$ cat src/rtl/pcm_playback_ctrl.sv
// pcm_playback_ctrl: plays a mono PCM song from a synchronous RAM into the Audio_Controller
// output FIFO, one sample per audio_out_allowed slot. Define PCM_VOLUME_EN to enable the vol attenuator.
module pcm_playback_ctrl #(
  parameter int ADDR_W   = 16,
  parameter int DATA_W   = 32,
  parameter int SONG_LEN = 45853,
  parameter int RAM_LAT  = 1
) (
  input  logic                     CLOCK_50,
  input  logic                     resetn,
  input  logic                     start,
  input  logic                     stop,
  input  logic                     pause,
  input  logic                     loop_en,
  input  logic [2:0]               vol,
  output logic [ADDR_W-1:0]        ram_addr,
  input  logic signed [DATA_W-1:0] ram_q,
  input  logic                     audio_out_allowed,
  output logic                     write_audio_out,
  output logic signed [DATA_W-1:0] left_channel_audio_out,
  output logic signed [DATA_W-1:0] right_channel_audio_out,
  output logic                     playing,
  output logic                     done
);

  typedef enum logic [1:0] {
    IDLE  = 2'd0,
    FETCH = 2'd1,
    READY = 2'd2,
    DONE  = 2'd3
  } state_t;

  localparam logic [ADDR_W-1:0] LAST_ADDR = ADDR_W'(SONG_LEN - 1);
  localparam logic [1:0]        LAT_END   = 2'(RAM_LAT);

  state_t                   state, state_nxt;
  logic [1:0]               lat_cnt;
  logic                     last_sample;
  logic                     launch;
  logic                     wr;
  logic                     vld_p0;
  logic signed [DATA_W-1:0] sample_p0;

`ifdef PCM_VOLUME_EN
  function automatic logic signed [DATA_W-1:0] attenuate(
    input logic signed [DATA_W-1:0] s,
    input logic [2:0]               sh
  );
    return s >>> sh;
  endfunction

  assign sample_p0 = attenuate(ram_q, vol);
`else
  logic unused_vol;
  assign unused_vol = ^vol;
  assign sample_p0  = ram_q;
`endif

  assign last_sample = (ram_addr == LAST_ADDR);
  assign launch      = start && !stop && ((state == IDLE) || (state == DONE));

  always_comb begin
    state_nxt = state;
    wr        = 1'b0;
    vld_p0    = 1'b0;
    case (state)
      IDLE, DONE: begin
        if (start) state_nxt = FETCH;
      end
      FETCH: begin
        if (lat_cnt == LAT_END) begin
          vld_p0    = 1'b1;
          state_nxt = READY;
        end
      end
      READY: begin
        wr = audio_out_allowed && !pause;
        if (wr) state_nxt = (last_sample && !loop_en) ? DONE : FETCH;
      end
      default: state_nxt = IDLE;
    endcase
    // stop outranks everything, including a write already offered this cycle
    if (stop) begin
      state_nxt = IDLE;
      wr        = 1'b0;
      vld_p0    = 1'b0;
    end
  end

  always_ff @(posedge CLOCK_50 or negedge resetn) begin
    if (!resetn) begin
      state    <= IDLE;
      ram_addr <= '0;
      lat_cnt  <= '0;
    end else begin
      state <= state_nxt;
      if (stop) begin
        ram_addr <= '0;
        lat_cnt  <= '0;
      end else if (launch) begin
        ram_addr <= '0;
        lat_cnt  <= '0;
      end else if (wr) begin
        ram_addr <= last_sample ? '0 : ram_addr + 1'b1;
        lat_cnt  <= '0;
      end else if ((state == FETCH) && !vld_p0) begin
        lat_cnt <= lat_cnt + 2'd1;
      end
    end
  end

  // p0 -> p1: latched sample, held until the next fetch completes
  always_ff @(posedge CLOCK_50 or negedge resetn) begin
    if (!resetn) begin
      left_channel_audio_out  <= '0;
      right_channel_audio_out <= '0;
    end else if (vld_p0) begin
      left_channel_audio_out  <= sample_p0;
      right_channel_audio_out <= sample_p0;
    end
  end

  assign write_audio_out = wr;
  assign playing         = (state == FETCH) || (state == READY);
  assign done            = (state == DONE);

endmodule

$ cat config.mk
export PLATFORM = sky130hd
export DESIGN_NAME = pcm_playback_ctrl
export DESIGN_NICKNAME = d
export VERILOG_FILES = /design/src/rtl/pcm_playback_ctrl.sv
export SDC_FILE = /design/constraint.sdc
export NUM_CORES = 1
export LEC_CHECK = 0
export ABC_AREA = 1
export CORE_MARGIN = 4
export CORE_UTILIZATION = 46
export DETAILED_ROUTE_END_ITERATION = 7
export PLACE_DENSITY_LB_ADDON = 0.12
export SLEW_MARGIN = 10
export SYNTH_ARGS = -nofsm -noshare
export SYNTH_HDL_FRONTEND = slang
export SYNTH_SLANG_ARGS = --single-unit
export TNS_END_PERCENT = 100
$ cat constraint.sdc
create_clock -name CLOCK_50 -period 2.4 [get_ports CLOCK_50]
set_input_delay 0.48 -clock CLOCK_50 [delete_from_list [all_inputs] [get_ports CLOCK_50]]
set_output_delay 0.48 -clock CLOCK_50 [all_outputs]
set_load 0.01 [all_outputs]
==> flow_summary_export.csv <==
group,metric,value,unit
run_status,status,"complete, no violations",
synthesis,total_of_warnings_raised_by_yosys,0,
cts,clk_transition_reported_paths,90,ps
power,ir_worst_vdd,737,uV
global_routing,grt_pass1_vias,2205,
placed_design,place_inst,476,
global_routing,grt_pass1_wl,10.5,mm
critical_path,worst-r2r-setup-slack,670,ps
drt,drt-pass1-iter-count,4,
flow_run,cap_viol_max_count,0,
floorplanning,fp.dieArea,7820,um^2
synthesis,synth-simple-area-share,20.1,%
synthesis,postSynthCellCount,308,
critical_path,worstReg2RegStart,"state[0]",
synthesis,synth-xor-area-share,1.18,%
timing,report.final.setup_viol,0,
synthesis,synth_area_leaders,"dfrtp_1 (44%), mux2_4 (15%), nand2_1 (8.8%)",
critical_path,critPathRequiredTime,1920,ps
critical_path,worst_ep_arrival_time,1760,ps
synthesis,compound_gate_fraction_of_synth_area,3.28,%
drt,routed_wl,6.76,mm
floorplanning,starting_density_of_the_core,47.1,%
synthesis,post_synth_num_cell_types,30,
placed_design,routabilityCongestion,0.883,
synthesis,yosys-mux-area-fraction,15.8,%
floorplanning,ios,125,
finish,layout_cells_excl_fill,482,
finish,layout_commonest_cell,"clkdlybuf4s50_1",
synthesis,syn-num-nets,357,
synthesis,area_share_of_fa_ha_maj_cells_after_synthesis,2.94,%
timing,period_utilisation_layout,93.4,%
synthesis,synth_enable_flop_cells,0,
critical_path,critical_path_class,"reg2out",
critical_path,cpMaxStageDelayCell,"clkdlybuf4s50_1",
floorplanning,die_x,88.4,um
timing,hold_violations,0,
timing,tns,0,ps
finish,final_net_count,455,
global_routing,antenna_found_initial,0,
critical_path,worst-path-max-fanout,4,
synthesis,fraction_of_registers_with_async_set_or_reset_after_synthesis,100,%
power,cellLeakagePower,1.93,nW
timing,worst_slew_pin_slew,376,ps
finish,top_library_cells_by_usage_in_the_layout_fill_and_taps_aside,"clkdlybuf4s50_1 (119), nand2_1 (70), dfrtp_1 (52)",
global_routing,pin_count_of_the_biggest_net_entering_global_routing,21,
finish,antenna_cells,0,
timing,layout_min_cycle_time,2240,ps
critical_path,crit_chain,"inv_1 -> ha_1 -> inv_1 -> clkdlybuf4s50_1",
drt,detail_route.wl_per_cell,14.0,um
synthesis,synthesis.area_per_instance,9.66,um^2
synthesis,yosysSeqAreaShare,43.7,%
finish,area_delta_synth_final,39.6,%
synthesis,combinational_family_with_the_most_area_after_synthesis,"simple AND/OR/NAND/NOR gates",
critical_path,endpoint_type_of_the_worst_setup_path,"primary output",
placed_design,place.detailed.hpwl,5.27,mm
critical_path,r2r_end,"ram_addr[2]",
synthesis,ys_dominant_reg_cell,"dfrtp_1",
global_routing,grt_util_all_layers,17.2,%
drt,via_count,2327,
global_routing,gr-total-overflow,0,
cts,post_cts_buffers,0,
timing,finClkSkew,2.99,ps
floorplanning,rows,29,
floorplanning,placeableCoreArea,6310,um^2
critical_path,worst-r2r-cell-count,9,
timing,grt_setup_unrepaired,"no",
critical_path,critical_path.max_stage_delay,570,ps
critical_path,startpoint_type,"flip-flop",
drt,drc,0,
cts,clock_tree.htree_level_count,2,
timing,fmax,0.446,GHz
synthesis,synth.top_cell.area_share,43.7,%
drt,dr.first_iter.drc_count,144,
timing,timing_max_transition_violations_final,0,
cts,tritoncts,"done",
placed_design,number_of_buffers_inserted_by_port_buffering,121,
cts,tritoncts.num_buffers,5,
cts,clock-sinks,52,
timing,slew_headroom,74.9,%
power,pwr_density_cell,1010,nW/um^2
cts,cts.root.buffer_cell,"clkbuf_8",
critical_path,critical_path.most_common_cell,"inv_1",
cts,clock_path_buffers,2,
synthesis,postSynthRegisterBits,52,
worst_hold_path,hp-class,"in2async",
synthesis,mappedNetlistArea,2980,um^2
drt,via_per_inst,4.83,
drt,drtAntennaViolNets,0,
finish,layout-drive-gt1-share,15.1,%
cts,clkLatencyLatePin,300,ps
floorplanning,die_h,88.4,um
synthesis,netlist.top_cell.by_area,"dfrtp_1",
## cell usage after synthesis (2+ instances only)
| cell | n |
|---|---|
| a21oi_1 | 2 |
| buf_4 | 32 |
| buf_6 | 4 |
| dfrtp_1 | 52 |
| ha_1 | 7 |
| inv_1 | 24 |
| inv_2 | 2 |
| mux2_2 | 3 |
| mux2_4 | 29 |
| nand2_1 | 70 |
| nand2_2 | 3 |
| nand3_1 | 16 |
| nand4_1 | 5 |
| nor2_1 | 30 |
| nor2_2 | 4 |
| nor3_1 | 2 |
| o21ai_0 | 5 |
| o21ai_1 | 3 |
| xor2_1 | 4 |
## power breakdown
| part | total (mW) | internal (mW) | leakage, nW | switching [mW] |
|---|---|---|---|---|
| sequential | 1.41 | 1.18 | 0.686 | 0.230 |
| combinational | 2.21 | 1.43 | 1.19 | 0.775 |
| clock | 0.575 | 0.300 | 0.0501 | 0.276 |
| total | 4.19 | 2.91 | 1.93 | 1.28 |
## kinds of logic after synthesis
logic type / count (synthesis)
DFF: 52
AOI/OAI and AO/OA: 15
buffers and inverters: 63
adders and majority gates: 7
muxes: 32
and+or+nand+nor: 135
xor gates and xnor gates: 4
## final cells by class
class | instances | area [um^2]
fill | 530 | 2160
sequential | 52 | 1300
multi-input combinational | 193 | 1290
timing repair buffer | 128 | 1270
inverter | 26 | 97.6
tap | 77 | 96.3
clock buffer | 5 | 68.8
clock inverter | 1 | 30.0
## repair_timing
| action | in CTS | in global routing |
|---|---|---|
| resized for setup | 0 | 1 |
| hold buffers | 0 | 0 |
| endpoints found under the setup margin | 0 | 1 |
## metal layers
layer  track usage [%]  share of wire [%]
met1              23.6                 43
met2              27.5                 47
met5                 0                  0
met3              4.00                8.9
met4              4.26               0.99
## worst max path at each step
stage / from / end / slack, ps / cells after the start
6_report: state[0] / playing / 160 / 4
5_1_grt: state[0] / playing / 70 / 4
4_1_cts: state[0] / write_audio_out / 70 / 5
3_5_place_dp: audio_out_allowed / write_audio_out / 170 / 4
3_3_place_gp: audio_out_allowed / write_audio_out / 170 / 4
2_1_floorplan: state[0] / ram_addr[6] / 850 / 11
## sequential cells by signal, summed over array words and instances (netlist names)
signal / flops
right_channel_audio_out: 32
lat_cnt: 2
ram_addr: 16
state: 2
## per-stage QoR
step	util [%]	setup WS (ps)	power [mW]	hold slack, ps	cell area, um^2
5_1_grt	65.8	72.8	4.44	76.4	4150
3_5_place_dp	64.2	173	3.65	406	4050
6_report	65.8	159	4.19	66.4	4150
2_1_floorplan	-	854	2.70	184	2980
4_1_cts	65.8	72.9	4.25	70.3	4150
3_3_place_gp	64.2	168	3.60	399	4050
## critical path, delay by kind of cell (launching register included)
family                     cells  cell delay (ps)
buffers and inverters          3              750
DFF                            1              410
adders and majority gates      1              310
No activity file was read; power rests on OpenSTA's default activity.
